**config.mk**
```make
export PLATFORM = sky130hd
export DESIGN_NAME = boot_fetch_ctrl_flat
export DESIGN_NICKNAME = d
export VERILOG_FILES = /design/src/rtl/boot_fetch_ctrl_pkg.sv /design/src/rtl/boot_fetch_ctrl_if.sv /design/src/rtl/boot_fetch_ctrl_watchdog.sv /design/src/rtl/boot_fetch_ctrl.sv /design/src/flat_wrapper.sv
export SDC_FILE = /design/constraint.sdc
export NUM_CORES = 1
export LEC_CHECK = 0
export CORE_AREA = 2 2 107 109
export CTS_BUF_LIST = sky130_fd_sc_hd__clkbuf_4 sky130_fd_sc_hd__clkbuf_8 sky130_fd_sc_hd__clkbuf_16
export CTS_CLUSTER_DIAMETER = 100
export DETAILED_ROUTE_END_ITERATION = 16
export DIE_AREA = 0 0 109 111
export PLACE_DENSITY_LB_ADDON = 0.1
export SYNTH_ARGS = -nofsm -noshare
export SYNTH_HDL_FRONTEND = slang
export SYNTH_SLANG_ARGS = --single-unit
```
**constraint.sdc**
```tcl
create_clock -name clock -period 7.81 [get_ports clock]
set_input_delay 2.343 -clock clock [delete_from_list [all_inputs] [get_ports clock]]
set_output_delay 2.343 -clock clock [all_outputs]
set_load 0.05 [all_outputs]
```
**src/rtl/boot_fetch_ctrl_pkg.sv**
```systemverilog
// Shared CPU boot definitions: FSM state encoding, BIOS geometry, handoff length
// and the halt opcode.
package boot_fetch_ctrl_pkg;

    localparam int unsigned MODE_W        = 3;
    localparam int unsigned BIOS_SIZE_DEF = 41;
    localparam int unsigned HANDOFF_LEN   = 2;
    localparam int unsigned OPCODE_W      = 6;

    localparam logic [OPCODE_W-1:0] HALT_OPCODE = 6'b011000;

    typedef enum logic [MODE_W-1:0] {
        ST_BOOT    = 3'd0,
        ST_BIOS    = 3'd1,
        ST_HANDOFF = 3'd2,
        ST_USER    = 3'd3,
        ST_HALTED  = 3'd4,
        ST_FAULT   = 3'd5
    } state_e;

    // Opcode field sits in the top six bits of a 32-bit instruction word.
    function automatic logic is_halt_op(input logic [31:0] instr);
        return instr[31:26] == HALT_OPCODE;
    endfunction

endpackage : boot_fetch_ctrl_pkg

```
**src/rtl/boot_fetch_ctrl_if.sv**
```systemverilog
// Fetch/store bus between the CPU core, the BIOS ROM, instruction memory and
// the boot fetch controller.
interface boot_fetch_ctrl_if
    import boot_fetch_ctrl_pkg::*;
#(
    parameter int unsigned ADDR_W = 26,
    parameter int unsigned DATA_W = 32
);
    logic [ADDR_W-1:0] pc;
    logic [DATA_W-1:0] bios_instr;
    logic [DATA_W-1:0] imem_instr;
    logic              halt;
    logic              sim_req;
    logic [ADDR_W-1:0] sim_addr;
    logic [DATA_W-1:0] sim_data;

    logic              sim_ack;
    logic [ADDR_W-1:0] bios_addr;
    logic [ADDR_W-1:0] imem_addr;
    logic              imem_we;
    logic [DATA_W-1:0] imem_wdata;
    logic [DATA_W-1:0] instrucao;
    logic              stall;
    logic              pc_clear;
    logic              boot_done;
    logic              fault;
    logic [MODE_W-1:0] mode;

    modport slave (
        input  pc, bios_instr, imem_instr, halt, sim_req, sim_addr, sim_data,
        output sim_ack, bios_addr, imem_addr, imem_we, imem_wdata, instrucao,
               stall, pc_clear, boot_done, fault, mode
    );

    modport master (
        output pc, bios_instr, imem_instr, halt, sim_req, sim_addr, sim_data,
        input  sim_ack, bios_addr, imem_addr, imem_we, imem_wdata, instrucao,
               stall, pc_clear, boot_done, fault, mode
    );

endinterface : boot_fetch_ctrl_if

```
**src/rtl/boot_fetch_ctrl_watchdog.sv**
```systemverilog
// BIOS watchdog: counts enabled cycles since the last clear and flags the cycle
// in which the LIMIT-th enabled cycle is being spent.
module boot_watchdog #(
    parameter int unsigned LIMIT = 65535
) (
    input  logic clock,
    input  logic reset,
    input  logic clear_i,
    input  logic en_i,
    output logic expire_o
);

    localparam int unsigned CNT_W = (LIMIT > 1) ? $clog2(LIMIT) : 1;
    localparam logic [CNT_W-1:0] LAST = CNT_W'(LIMIT - 1);

    logic [CNT_W-1:0] cnt_q, cnt_d;
    logic             expire_q, expire_d;

    // Saturate at LIMIT-1 so the flag stays up until the FSM leaves BIOS.
    always_comb begin : cnt_next
        cnt_d = cnt_q;
        if (clear_i) begin
            cnt_d = '0;
        end else if (en_i && (cnt_q != LAST)) begin
            cnt_d = cnt_q + CNT_W'(1);
        end
        expire_d = (cnt_d == LAST);
    end

    always_ff @(posedge clock or negedge reset) begin : cnt_reg
        if (!reset) begin
            cnt_q    <= '0;
            expire_q <= 1'b0;
        end else begin
            cnt_q    <= cnt_d;
            expire_q <= expire_d;
        end
    end

    assign expire_o = expire_q;

endmodule : boot_watchdog

```
**src/rtl/boot_fetch_ctrl.sv**
```systemverilog
// Boot fetch controller: sequences BOOT -> BIOS -> HANDOFF -> USER, muxes the
// fetched instruction and arbitrates CPU stores onto the shared imem port.
module boot_fetch_ctrl
    import boot_fetch_ctrl_pkg::*;
#(
    parameter int unsigned ADDR_W     = 26,
    parameter int unsigned DATA_W     = 32,
    parameter int unsigned BIOS_SIZE  = BIOS_SIZE_DEF,
    parameter int unsigned WDOG_LIMIT = 65535
) (
    input  logic             clock,
    input  logic             reset,
    boot_fetch_ctrl_if.slave bus
);

    localparam int unsigned HOFF_W = (HANDOFF_LEN > 1) ? $clog2(HANDOFF_LEN) : 1;
    localparam logic [HOFF_W-1:0] HOFF_LAST = HOFF_W'(HANDOFF_LEN - 1);

    state_e            state_q, state_d;
    logic [HOFF_W-1:0] hoff_cnt_q, hoff_cnt_d;
    logic              boot_done_q, boot_done_d;

    logic pc_in_bios_c;
    logic store_c;
    logic wdog_clear_c;
    logic wdog_en_c;
    logic wdog_expire;

    assign pc_in_bios_c = (bus.pc < ADDR_W'(BIOS_SIZE));
    assign store_c      = bus.sim_req && ((state_q == ST_BIOS) || (state_q == ST_USER));
    assign wdog_clear_c = (state_q == ST_BOOT);
    assign wdog_en_c    = (state_q == ST_BIOS);

    boot_watchdog #(
        .LIMIT (WDOG_LIMIT)
    ) u_wdog (
        .clock    (clock),
        .reset    (reset),
        .clear_i  (wdog_clear_c),
        .en_i     (wdog_en_c),
        .expire_o (wdog_expire)
    );

    always_ff @(posedge clock or negedge reset) begin : state_reg
        if (!reset) begin
            state_q     <= ST_BOOT;
            hoff_cnt_q  <= '0;
            boot_done_q <= 1'b0;
        end else begin
            state_q     <= state_d;
            hoff_cnt_q  <= hoff_cnt_d;
            boot_done_q <= boot_done_d;
        end
    end

    // Out-of-range BIOS fetch and watchdog expiry both outrank a BIOS halt.
    always_comb begin : next_state
        state_d    = state_q;
        hoff_cnt_d = '0;
        case (state_q)
            ST_BOOT: begin
                state_d = ST_BIOS;
            end
            ST_BIOS: begin
                if (!pc_in_bios_c || wdog_expire) begin
                    state_d = ST_FAULT;
                end else if (bus.halt) begin
                    state_d = ST_HANDOFF;
                end
            end
            ST_HANDOFF: begin
                hoff_cnt_d = hoff_cnt_q + HOFF_W'(1);
                if (hoff_cnt_q == HOFF_LAST) begin
                    state_d = ST_USER;
                end
            end
            ST_USER: begin
                if (bus.halt && !bus.sim_req) begin
                    state_d = ST_HALTED;
                end
            end
            ST_HALTED: state_d = ST_HALTED;
            ST_FAULT:  state_d = ST_FAULT;
            default:   state_d = ST_FAULT;
        endcase
        boot_done_d = boot_done_q || (state_d == ST_USER);
    end

    always_comb begin : out_comb
        bus.mode       = state_q;
        bus.stall      = 1'b1;
        bus.pc_clear   = 1'b0;
        bus.boot_done  = boot_done_q;
        bus.fault      = 1'b0;
        bus.instrucao  = '0;
        bus.imem_we    = store_c;
        bus.sim_ack    = store_c;
        bus.imem_addr  = store_c ? bus.sim_addr : bus.pc;
        bus.imem_wdata = store_c ? bus.sim_data : '0;
        bus.bios_addr  = bus.pc;

        case (state_q)
            ST_BOOT, ST_HANDOFF: begin
                bus.pc_clear = 1'b1;
            end
            ST_BIOS: begin
                bus.stall = 1'b0;
                if (pc_in_bios_c) begin
                    bus.instrucao = bus.bios_instr;
                end
            end
            ST_USER: begin
                // A store owns the imem port for the cycle, so fetch must wait.
                if (!store_c) begin
                    bus.stall     = 1'b0;
                    bus.instrucao = bus.imem_instr;
                end
            end
            ST_FAULT: begin
                bus.fault = 1'b1;
            end
            default: begin
                bus.stall = 1'b1;
            end
        endcase

        // Held in reset: quiesce everything so an aborted store never reaches imem.
        if (!reset) begin
            bus.stall      = 1'b1;
            bus.pc_clear   = 1'b1;
            bus.boot_done  = 1'b0;
            bus.fault      = 1'b0;
            bus.instrucao  = '0;
            bus.imem_we    = 1'b0;
            bus.sim_ack    = 1'b0;
            bus.imem_addr  = '0;
            bus.imem_wdata = '0;
            bus.bios_addr  = '0;
        end
    end

endmodule : boot_fetch_ctrl
```
**src/flat_wrapper.sv**
```systemverilog
// flat-port wrapper written by rule: the top's interface ports become plain ports
module boot_fetch_ctrl_flat import boot_fetch_ctrl_pkg::*;
#(
    parameter int unsigned ADDR_W     = 26,
    parameter int unsigned DATA_W     = 32,
    parameter int unsigned BIOS_SIZE  = BIOS_SIZE_DEF,
    parameter int unsigned WDOG_LIMIT = 65535
)
  (clock, reset, bus_pc, bus_bios_instr, bus_imem_instr, bus_halt, bus_sim_req, bus_sim_addr, bus_sim_data, bus_sim_ack, bus_bios_addr, bus_imem_addr, bus_imem_we, bus_imem_wdata, bus_instrucao, bus_stall, bus_pc_clear, bus_boot_done, bus_fault, bus_mode);
  boot_fetch_ctrl_if #(.ADDR_W(ADDR_W), .DATA_W(DATA_W)) bus_i ();
  input  logic clock;
  input  logic reset;
  input wire logic [$bits(bus_i.pc)-1:0] bus_pc;
  input wire logic [$bits(bus_i.bios_instr)-1:0] bus_bios_instr;
  input wire logic [$bits(bus_i.imem_instr)-1:0] bus_imem_instr;
  input wire logic [$bits(bus_i.halt)-1:0] bus_halt;
  input wire logic [$bits(bus_i.sim_req)-1:0] bus_sim_req;
  input wire logic [$bits(bus_i.sim_addr)-1:0] bus_sim_addr;
  input wire logic [$bits(bus_i.sim_data)-1:0] bus_sim_data;
  output wire logic [$bits(bus_i.sim_ack)-1:0] bus_sim_ack;
  output wire logic [$bits(bus_i.bios_addr)-1:0] bus_bios_addr;
  output wire logic [$bits(bus_i.imem_addr)-1:0] bus_imem_addr;
  output wire logic [$bits(bus_i.imem_we)-1:0] bus_imem_we;
  output wire logic [$bits(bus_i.imem_wdata)-1:0] bus_imem_wdata;
  output wire logic [$bits(bus_i.instrucao)-1:0] bus_instrucao;
  output wire logic [$bits(bus_i.stall)-1:0] bus_stall;
  output wire logic [$bits(bus_i.pc_clear)-1:0] bus_pc_clear;
  output wire logic [$bits(bus_i.boot_done)-1:0] bus_boot_done;
  output wire logic [$bits(bus_i.fault)-1:0] bus_fault;
  output wire logic [$bits(bus_i.mode)-1:0] bus_mode;
  assign bus_i.pc = bus_pc;
  assign bus_i.bios_instr = bus_bios_instr;
  assign bus_i.imem_instr = bus_imem_instr;
  assign bus_i.halt = bus_halt;
  assign bus_i.sim_req = bus_sim_req;
  assign bus_i.sim_addr = bus_sim_addr;
  assign bus_i.sim_data = bus_sim_data;
  assign bus_sim_ack = bus_i.sim_ack;
  assign bus_bios_addr = bus_i.bios_addr;
  assign bus_imem_addr = bus_i.imem_addr;
  assign bus_imem_we = bus_i.imem_we;
  assign bus_imem_wdata = bus_i.imem_wdata;
  assign bus_instrucao = bus_i.instrucao;
  assign bus_stall = bus_i.stall;
  assign bus_pc_clear = bus_i.pc_clear;
  assign bus_boot_done = bus_i.boot_done;
  assign bus_fault = bus_i.fault;
  assign bus_mode = bus_i.mode;
  boot_fetch_ctrl #(.ADDR_W(ADDR_W), .DATA_W(DATA_W), .BIOS_SIZE(BIOS_SIZE), .WDOG_LIMIT(WDOG_LIMIT)) u_core (.clock(clock), .reset(reset), .bus(bus_i));
endmodule
```
# [Yosys cells after proc, flatten, opt, wreduce, memory -nomap -nowiden]
# Index checks and enable logic that the tools add are counted.
[op_classes] eq_ne=8 magnitude_cmp=1 n_reduce_logical=10 addsub=2 muxes=26
[ops] operator="$mux 32" count=5
[ops] operator="$mux 26" count=3
[ops] operator="$pmux 32 s2" count=1
[ops] operator="$mux 16" count=2
[ops] operator="$lt 26x6->1 const B" count=1
[ops] operator="$add 16x1->16 const B" count=1
[ops] operator="$eq 16x16->1 const B" count=1
[ops] operator="$ne 16x16->1 const B" count=1
[ops] operator="$pmux 3 s5" count=1
[ops] operator="$mux 3" count=4
[ops] operator="$eq 3x2->1 const B" count=3
[ops] operator="$mux 1" count=9
[ops] operator="$eq 3x3->1 const B" count=2
[ops] operator="$eq 3x1->1 const B" count=1
[ops] operator="$logic_and 1x1->1" count=3
[ops] operator="$logic_not 3->1" count=1
[ops] operator="$logic_or 1x1->1" count=3
[ops] operator="$logic_not 1->1" count=2
[ops] operator="$pmux 1 s2" count=1
[ops] operator="$reduce_or 2->1" count=1
[ops] operator="$add 1x1->1 const B" count=1
[totals] input_bits=152 word_cells=52 out_inout_bits=125 register_bits=22

# [Logic depth before layout (Yosys ltp)]
# Gate-level depths: netlist of run 1.
[logic_depth] ltp_word=7 ltp_mapped=8 mapped_depth_nobuf=8

# [By module]
# A second synthesis of run 1 with hierarchy kept.
[unflattened] cells_unflattened=294 hier_area_um2=2493.6
[by_module_without_submodules] mod="boot_fetch_ctrl" cells_per_inst=183 seq_area_each_um2=125.1 instances=1 area_each_um2=1383.8
[by_module_without_submodules] mod="boot_watchdog" cells_per_inst=111 seq_area_each_um2=425.4 instances=1 area_each_um2=1109.8

# [Worst setup path before layout of run 1]
# OpenSTA, ideal clock, no wires.
[synth_timing] kind="in2out" from="in bus_pc[2]" to="out bus_instrucao[10]" slack_ps=1340 arrival_time_ps=4127 path_buffers=1 stages=7 required_time_ps=5467 cell_sequence="o31a_1 > o21ai_0 > nand4_1 > nor2_1 > clkbuf_1 > a22oi_1 > nor2_1"
[synth_via] elab_chain_len=4
[synth_lines] item="start: declaration" line="flat_wrapper.sv:13" text="input wire logic [$bits(bus_i.pc)-1:0] bus_pc;"
[synth_lines] item="$lt 26x6->1" line="boot_fetch_ctrl.sv:29" text="assign pc_in_bios_c = (bus.pc < ADDR_W'(BIOS_SIZE));"
[synth_lines] item="$mux 32" line="boot_fetch_ctrl.sv:108" text="if (pc_in_bios_c) begin"
[synth_lines] item="$pmux 32 s2" line="boot_fetch_ctrl.sv:102" text="case (state_q)"
[synth_lines] item="$mux 32" line="boot_fetch_ctrl.sv:128" text="if (!reset) begin"
[synth_lines] item="end: declaration" line="flat_wrapper.sv:25" text="output wire logic [$bits(bus_i.instrucao)-1:0] bus_instrucao;"
# No other way between the ends.

# [Final worst setup path of run 1]
[layout_timing] from="in bus_pc[25]" to="out bus_instrucao[24]"
# The elaborated chain is that of the path after synthesis.

==> qor.yml, run 1 <==
outcome: "completed"
drtPass1Iterations: 4
worstPathCellList: "clkdlybuf4s50_1 > nor4_1 > and3_1 > nand4_1 > nor2_2 > buf_4 > a22oi_1 > nor2_1 > clkdlybuf4s50_1"
crit_arrival_ps: 4990
dpl_worst_slack_ps: 493
cts_buffers: 3
yosysTopAreaCellShare_pct: 22.3
via_per_inst: 4.81
power_leakage_nw: 1.92
cts_resized: 0
yosysSeqAreaShare_pct: 22.3
fin_skew_ps: 4.83
ant_nets: 0
synth_cell_types: 46
layout-drive-gt1-share_pct: 3.72
synth_enable_flop_cells: 0
worst_slew_pin_slew_ps: 574
relSlewSlack_pct: 61.6
synth_common_cells: "and2_1, nor2_1, a22oi_1"
yosys.area.top_type: "dfrtp_1"
die_height_um: 111
start_kind: "input port"
initial_utilization_pct: 22.3
antenna_cells: 0
die_area_sq_mm: 0.0121
finish.utilization_pct: 49.3
power_mw: 0.440
critPathBufInv: 3
core-area_sq_mm: 0.0111
critPathCaptureType: "output port"
clk_latency_ps: 260
setup_viol: 0
globalplace.congestion: 0.851
finalHoldViolations: 0
cts_tree: "yes"
area_growth_pct: 121
async_flop_share_pct: 100
wl_per_cell_um: 17.5
crit_required_ps: 5470
synth.avg_cell_area_sq_um: 7.43
dp.cells: 731
cts.sinks: 22
cts_hold_repair.buffers: 0
synth.most_common_cell: "and2_1"
synth-main-ff-cell: "dfrtp_1"
first_iter_violations: 213
fin_crit_sh_pct: 93.9
maxCapViolations: 0
setup_ws_ps: 475
final_cell_area_sq_mm: 0.00546
grt_pass1_vias: 3386
slew_violations: 0
yosys_warnings: 0
portBuffers: 276
clkTransAtPathRegs_ps: 60
postCtsSetupBuffers: 0
whs_ps: 459
io-pin-count: 277
path_max_fanout: 32
grt_pass1_wl_um: 19300
finalSetupTns_ps: 0
ys_ff_latch: 22
synthesis.nets: 487
cts_root_buffer: "clkbuf_16"
crit_path_frequent_cell: "clkdlybuf4s50_1"
fmax_mhz: 136
rsz0062_at_grt: "no"
grt_max_degree: 53
placement_rows: 39
ir_drop_uv: 68.7
nets: 747
crit_type: "input port to output port"
worstHoldPathType: "flip-flop to flip-flop"
vias: 3536
dpl-instance-area_sq_mm: 0.00535
power.density_mw_per_mm2: 80.6
stdcell_count: 735
htreeDepth: 1
die-width_um: 109
dp_hpwl_um: 10500
critPathTopFamily: "buffers and inverters"
syn_inst: 333
wl_um: 12800
netlist_area_sq_mm: 0.00247
post-route-min-period_ps: 7340
synth.area.top_cells: "dfrtp_1, and2_1, a22oi_1"
fill_cells: 1099
slowest_stage: "clkdlybuf4s50_1"
antenna_found_initial: 0
gr-total-overflow: 0
slowest_delay_ps: 850
drc: 0
clock_path_buffers: 2
grtUsageTotal_pct: 20.2
[kinds of logic (layout without fill, tap and decap cells)]
group                      Yosys count  in the layout  synth area share, %
and+or+nand+nor                    183            183                 41.9
AOI/OAI and AO/OA                   86             86                 26.6
buffers and inverters               31            290                 4.96
DFF                                 22             22                 22.3
xor gates and xnor gates             8              8                 2.83
adders and majority gates            2              2                 1.01
muxes                                1              1                0.405
[cells in the final DEF (no fill, tap or decap), types with 5 or more instances in the layout]
master,instances
a22oi_1,32
and2_1,63
buf_4,10
clkdlybuf4s50_1,273
dfrtp_1,22
nand2_1,12
nand3_1,5
nand4_1,8
nor2_1,55
nor4_1,6
o21ai_0,8
o22a_1,26
[worst paths after layout]
path / startpoint / end / slack (ps) / depth (start not counted)
max in group asynchronous: reset / u_core.u_wdog.cnt_q[6] / 5240 / 2
worst min-delay path: u_core.hoff_cnt_q / u_core.hoff_cnt_q / 460 / 1
worst min register to register: u_core.hoff_cnt_q / u_core.hoff_cnt_q / 460 / 1
worst max register to register: u_core.bus.mode[0] / u_core.u_wdog.expire_o / 5200 / 6
min in group asynchronous: reset / u_core.u_wdog.cnt_q[7] / 2210 / 2
worst max-delay path: bus_pc[25] / bus_instrucao[24] / 470 / 9
[sequential cells by signal (all words and copies together), names as in the netlist]
name	count
u_core.hoff_cnt_q	1
u_core.u_wdog.expire_o	1
u_core.bus.mode	3
u_core.u_wdog.cnt_q	16
u_core.boot_done_q	1
[per-layer routing]
metal | wire (um) | GRT usage [%]
met4 | 323 | 5.21
met3 | 1030 | 5.00
met1 | 4980 | 22.9
met2 | 6490 | 37.0
met5 | 0 | 0
[cell type report]
cell class                      count  area, sq um  share of cell area, %
Sequential cell                    22          551                   10.1
Inverter                            2         7.51                  0.138
Clock buffer                        3         75.1                   1.38
Clock inverter                      1         30.0                  0.550
Tap cell                          143          179                   3.28
Timing Repair Buffer              284         2810                   51.5
Multi-Input combinational cell    280         1800                   33.1
[power by group]
group	internal [mW]	switching [mW]	total, mW
logic	0.0978	0.0835	0.181
clock network	0.102	0.0429	0.145
registers	0.114	0.0000000403	0.114
No activity file was read; power rests on OpenSTA's default activity.
==> run 2, diff against run 1 <==
--- a/config.mk
+++ b/config.mk
@@ -7,9 +7,10 @@
 export LEC_CHECK = 0
 export CORE_AREA = 2 2 107 109
 export CTS_BUF_LIST = sky130_fd_sc_hd__clkbuf_4 sky130_fd_sc_hd__clkbuf_8 sky130_fd_sc_hd__clkbuf_16
-export CTS_CLUSTER_DIAMETER = 100
+export CTS_CLUSTER_DIAMETER = 30
 export DETAILED_ROUTE_END_ITERATION = 16
 export DIE_AREA = 0 0 109 111
+export GPL_TIMING_DRIVEN = 0
 export PLACE_DENSITY_LB_ADDON = 0.1
 export SYNTH_ARGS = -nofsm -noshare
 export SYNTH_HDL_FRONTEND = slang
==> run 2 against run 1 <==
Clock power decreased by 27%. Setup slack got worse by 330 ps. Cell count is 2.7% higher. Utilization up 0.71 points. Sequential share of layout area shrank 0.14 points. Global-route usage up 0.54 points. Design area increased by 1.4%. Critical path type unchanged. Highest routed layer unchanged.
==> qor.yml, run 2 (synthesis results as in run 1) <==
cts_hold_repair.buffers: 0  # unchanged
antenna_found_initial: 0  # unchanged
mostFrequentLayoutCell: "clkdlybuf4s50_1"
dp.cells: 752  # +2.9%
ant_nets: 0  # unchanged
setup_viol: 0  # unchanged
cts.sinks: 22  # unchanged
fill_cells: 1121  # +2.0%
slowest_delay_ps: 820  # -30 ps
first_iter_violations: 176  # -17%
io-pin-count: 277  # unchanged
placement_rows: 39  # unchanged
maxCapViolations: 0  # unchanged
slew_violations: 0  # unchanged
area_growth_pct: 124
clkTransAtPathRegs_ps: 60  # about the same
hold_start: "u_core.boot_done_q"
critPathLaunch: "bus_pc[25]"
largest_register_ffs: 16  # unchanged
clk_latency_ps: 260  # about the same
cts_buffers: 3  # unchanged
worstPathCellList: "clkdlybuf4s50_1 > nor4_1 > and3_1 > nand4_1 > nor2_1 > clkbuf_1 > a22oi_1 > nor2_1 > clkdlybuf4s50_1"
wl_per_cell_um: 17.5  # +0.36%
final_cell_mix: "clkdlybuf4s50_1, and2_1, nor2_1"
start_kind: "input port"
globalplace.congestion: 0.847  # -0.49%
finalHoldViolations: 0  # unchanged
die_height_um: 111  # unchanged
relSlewSlack_pct: 34.4  # -27 points
dpl_worst_slack_ps: -480  # -973 ps
drtPass1Iterations: 4  # unchanged
grt_pass1_wl_um: 19800  # +2.8%
postCtsSetupBuffers: 0  # unchanged
fmax_mhz: 130  # -4.4%
worstHoldPathType: "flip-flop to flip-flop"
wl_um: 13200  # +3.1%
die_area_sq_mm: 0.0121  # unchanged
cts_root_buffer: "clkbuf_16"
nets: 768  # +2.8%
setup_ws_ps: 140  # -334 ps
ir_drop_uv: 63.4  # -7.7%
htreeDepth: 1  # unchanged
die-width_um: 109  # unchanged
via_per_inst: 4.78  # -0.58%
layout-drive-gt1-share_pct: 1.96  # -1.8 points
fin_crit_sh_pct: 98.2  # +4.3 points
critPathCaptureType: "output port"
gr-total-overflow: 0  # unchanged
power.density_mw_per_mm2: 72.7  # -9.8%
fin_skew_ps: 3.24  # -1.59 ps
crit_required_ps: 5470  # about the same
antenna_cells: 0  # unchanged
r2r-start: "u_core.u_wdog.cnt_q[0]"
cts_tree: "yes"
crit_type: "input port to output port"
grt_max_degree: 27  # -49%
stdcell_count: 755  # +2.7%
post-route-min-period_ps: 7670  # +334 ps
dp_hpwl_um: 11300  # +7.3%
outcome: "completed"
grtUsageTotal_pct: 20.8  # +0.54 points
finalSetupTns_ps: 0  # unchanged
clock_path_buffers: 2  # unchanged
core-area_sq_mm: 0.0111  # unchanged
largest_register: "u_core.u_wdog.cnt_q"
initial_utilization_pct: 22.3  # unchanged
grt_pass1_vias: 3606  # +6.5%
portBuffers: 276  # unchanged
power_leakage_nw: 2.30  # +20%
vias: 3611  # +2.1%
worst_slew_pin_slew_ps: 976  # +402 ps
path_max_fanout: 10  # -69%
drc: 0  # unchanged
cts_resized: 3  # +3
crit_arrival_ps: 5330  # +340 ps
slowest_stage: "clkdlybuf4s50_1"
## run 2: cell count changes in the layout (fill, tap and decap cells not counted), moves of 2 or more
cell,previous run,this run
buf_2,1,3
buf_4,10,1
clkbuf_1,0,25
clkdlybuf4s50_1,273,254
dlymetal6s2s_1,0,21
## run 2: final timing paths
check / end / slack [ps] / depth (start not counted)
max: bus_instrucao[28] / 140 / 9
max in group asynchronous: u_core.bus.mode[2] / 5370 / 1
min: u_core.boot_done_q / 460 / 1
min in group asynchronous: u_core.u_wdog.cnt_q[9] / 2070 / 1
max reg2reg: u_core.u_wdog.expire_o / 5290 / 8
min reg2reg: u_core.boot_done_q / 460 / 1
## run 2: stage by stage
step / cell area, sq um / util [%] / hold slack, ps / power (mW)
6_report: 5540 / 50.0 / 463 / 0.402
5_1_grt: 5540 / 50.0 / 490 / 0.420
4_1_cts: 5490 / 49.6 / 467 / 0.408
3_5_place_dp: 5420 / 48.9 / 454 / 0.298
3_3_place_gp: 5420 / 48.9 / 449 / 0.297
2_1_floorplan: 2470 / - / 425 / 0.185
## run 2: cell type report
cell class,count,area [sq um],share of cell area [%]
Clock buffer,3,75.1,1.36
Timing Repair Buffer,276,2810,50.7
Tap cell,143,179,3.23
Buffer,29,115,2.08
Inverter,2,7.51,0.136
Sequential cell,22,551,9.94
Multi-Input combinational cell,280,1800,32.5
## run 2: critical path, delay by kind of cell
family	cells	cell delay, ps
AOI/OAI and AO/OA	1	130
and+or+nand+nor	5	1180
buffers and inverters	3	1670
## run 2: per-layer routing
metal / part of all wire [%] / track usage, % / vias to the layer above
met4: 2.7 / 5.30 / 0
met3: 8.3 / 5.41 / 21
met5: 0 / 0 / -
met2: 52 / 38.1 / 143
met1: 37 / 23.3 / 1672
li1: - / - / 1775
## run 2: where the power goes
group          switching (mW)  internal (mW)
Combinational          0.0840         0.0979
Sequential       0.0000000330          0.114
Clock                  0.0389         0.0676
Total                   0.123          0.280
==> run 3, diff against run 2 <==
--- a/config.mk
+++ b/config.mk
@@ -5,11 +5,11 @@
 export SDC_FILE = /design/constraint.sdc
 export NUM_CORES = 1
 export LEC_CHECK = 0
-export CORE_AREA = 2 2 107 109
+export CORE_AREA = 2 2 106 108
 export CTS_BUF_LIST = sky130_fd_sc_hd__clkbuf_4 sky130_fd_sc_hd__clkbuf_8 sky130_fd_sc_hd__clkbuf_16
-export CTS_CLUSTER_DIAMETER = 30
+export CTS_CLUSTER_DIAMETER = 40
 export DETAILED_ROUTE_END_ITERATION = 16
-export DIE_AREA = 0 0 109 111
+export DIE_AREA = 0 0 108 110
 export GPL_TIMING_DRIVEN = 0
 export PLACE_DENSITY_LB_ADDON = 0.1
 export SYNTH_ARGS = -nofsm -noshare
==> constraint.sdc (replaced) <==
create_clock -name clock -period 8.3 [get_ports clock]
set_input_delay 2.49 -clock clock [delete_from_list [all_inputs] [get_ports clock]]
set_output_delay 2.49 -clock clock [all_outputs]
set_load 0.05 [all_outputs]
==> run 3 against run 2 <==
Non-clock buffer count did not move. Count of clock-buffer cells in the layout up 1. Die area fell by 1.8%. Utilization increased by 1.1 points. Register-to-register slack better by 430 ps. Largest power group unchanged. Highest routed layer is now met5.
==> qor.yml, run 3 (synthesis results as in run 1) <==
cts_hold_repair.buffers: 0  # unchanged
layout-drive-gt1-share_pct: 2.12  # +0.16 points
die_area_sq_mm: 0.0119  # -1.8%
final_cell_mix: "clkdlybuf4s50_1, and2_1, nor2_1"
finalSetupTns_ps: 0  # unchanged
cts.sinks: 22  # unchanged
portBuffers: 276  # unchanged
die_height_um: 110  # -0.90%
dp_hpwl_um: 11000  # -2.3%
core-area_sq_mm: 0.0107  # -3.4%
hold_start: "u_core.hoff_cnt_q"
cts_tree: "yes"
fmax_mhz: 126
postCtsSetupBuffers: 0  # unchanged
mostFrequentLayoutCell: "clkdlybuf4s50_1"
start_kind: "input port"
r2r_end: "u_core.u_wdog.expire_o"
slew_violations: 0  # unchanged
grtUsageTotal_pct: 19.5  # -1.3 points
nets: 768  # unchanged
grt_max_degree: 27  # unchanged
clock_path_buffers: 2  # unchanged
largest_register: "u_core.u_wdog.cnt_q"
gr-total-overflow: 0  # unchanged
antenna_cells: 0  # unchanged
rsz0062_at_grt: "no"
wl_per_cell_um: 17.1  # -2.1%
crit_arrival_ps: 5430  # +100 ps
fill_cells: 1029  # -8.2%
grt_pass1_wl_um: 18400  # -7.3%
rrSetupSlack_ps: 5720  # +430 ps
cts_root_buffer: "clkbuf_8"
drtPass1Iterations: 4  # unchanged
fin_crit_sh_pct: 95.4
setup_viol: 0  # unchanged
holdPathEnd: "u_core.hoff_cnt_q"
initial_utilization_pct: 23.1  # +0.79 points
globalplace.congestion: 0.885  # +4.5%
worst_slew_pin_slew_ps: 993  # +17.4 ps
antenna_found_initial: 1  # +1
r2r_cells: 8  # unchanged
min_path_cells: 1  # unchanged
wl_um: 12900  # -2.4%
clk_latency_ps: 270  # about the same
path_max_fanout: 10  # unchanged
relSlewSlack_pct: 33.3  # -1.2 points
clkTransAtPathRegs_ps: 80  # +20 ps
placement_rows: 38  # -2.6%
whs_ps: 464  # +1.19 ps
grt_pass1_vias: 3393  # -5.9%
finish.utilization_pct: 51.1  # +1.1 points
worstHoldPathType: "flip-flop to flip-flop"
ant_nets: 0  # unchanged
crit_type: "input port to output port"
io-pin-count: 277  # unchanged
r2r-start: "u_core.u_wdog.cnt_q[0]"
die-width_um: 108  # -0.92%
outcome: "completed"
cts_buffers: 3  # unchanged
crit_required_ps: 5810  # +340 ps
finalHoldViolations: 0  # unchanged
area_growth_pct: 121
largest_register_ffs: 16  # unchanged
first_iter_violations: 159  # -9.7%
ir_drop_uv: 58.7  # -7.5%
vias: 3604  # -0.19%
power_leakage_nw: 1.90  # -17%
htreeDepth: 1  # unchanged
fin_skew_ps: 2.37  # -0.866 ps
power.density_mw_per_mm2: 65.2  # -10%
drc: 0  # unchanged
critPathCaptureType: "output port"
maxCapViolations: 0  # unchanged
post-route-min-period_ps: 7920
via_per_inst: 4.79  # about the same
## run 3: changes by cell type in the layout (fill, tap and decap cells not counted)
cell             previous run  this run
clkbuf_1                   25        26
clkdlybuf4s15_2             0         1
clkbuf_8                    0         4
clkdlybuf4s50_1           254       275
buf_2                       3         2
buf_1                       1         0
clkbuf_16                   3         0
dlymetal6s2s_1             21         0
## run 3: how the worst max path moves through the flow
stage | startpoint | endpoint | slack (ps) | cells past startpoint
floorplan | bus_pc[2] | bus_instrucao[10] | 1540 | 7
global placement | reset | bus_imem_addr[18] | -340 | 7
detailed placement | reset | bus_imem_addr[18] | -340 | 7
CTS | bus_pc[2] | bus_instrucao[16] | 340 | 9
global route | bus_pc[2] | bus_instrucao[30] | 130 | 9
finish | bus_pc[2] | bus_instrucao[21] | 380 | 9
## run 3: final cells by class
class | count | area, sq um | share of cell area [%]
Timing Repair Buffer | 276 | 2760 | 50.5
Multi-Input combinational cell | 280 | 1800 | 32.9
Sequential cell | 22 | 551 | 10.1
Tap cell | 140 | 175 | 3.20
Buffer | 29 | 115 | 2.11
Clock buffer | 4 | 55.1 | 1.01
Inverter | 2 | 7.51 | 0.137
## run 3: report_power, final
| part | internal [mW] | switching [mW] |
|---|---|---|
| Combinational | 0.0923 | 0.0786 |
| Clock | 0.0424 | 0.0363 |
| Sequential | 0.107 | 0.0000000292 |
## run 3: timing repair
item / 4_1_cts / 5_1_grt
endpoints found under the hold margin: 0 / 0
resized for setup: 3 / 0
setup endpoints to repair: 10 / 0
## run 3: worst max-delay path, stage by stage
cell	delay, ps
clkdlybuf4s50_1	420
o31a_1	300
o21ai_0	200
nand4_1	180
nor2_1	330
clkbuf_1	400
a22oi_1	130
nor2_1	150
clkdlybuf4s50_1	820
## run 3: stage by stage
stage	cell area [sq um]	worst slack, ps	total power [mW]	instances
floorplan	2470	1540	0.174	333
global placement	5410	-339	0.279	749
detailed placement	5410	-337	0.280	749
CTS	5470	343	0.358	753
global route	5470	134	0.370	753
finish	5470	383	0.357	753
## run 3: layer usage
| metal | share of wire (%) | wire length, um | track usage, % |
|---|---|---|---|
| met5 | 0.12 | 16 | 0 |
| met4 | 2.0 | 262 | 4.76 |
| met3 | 8.8 | 1130 | 5.53 |
| met2 | 52 | 6760 | 37.0 |
| met1 | 37 | 4740 | 21.3 |
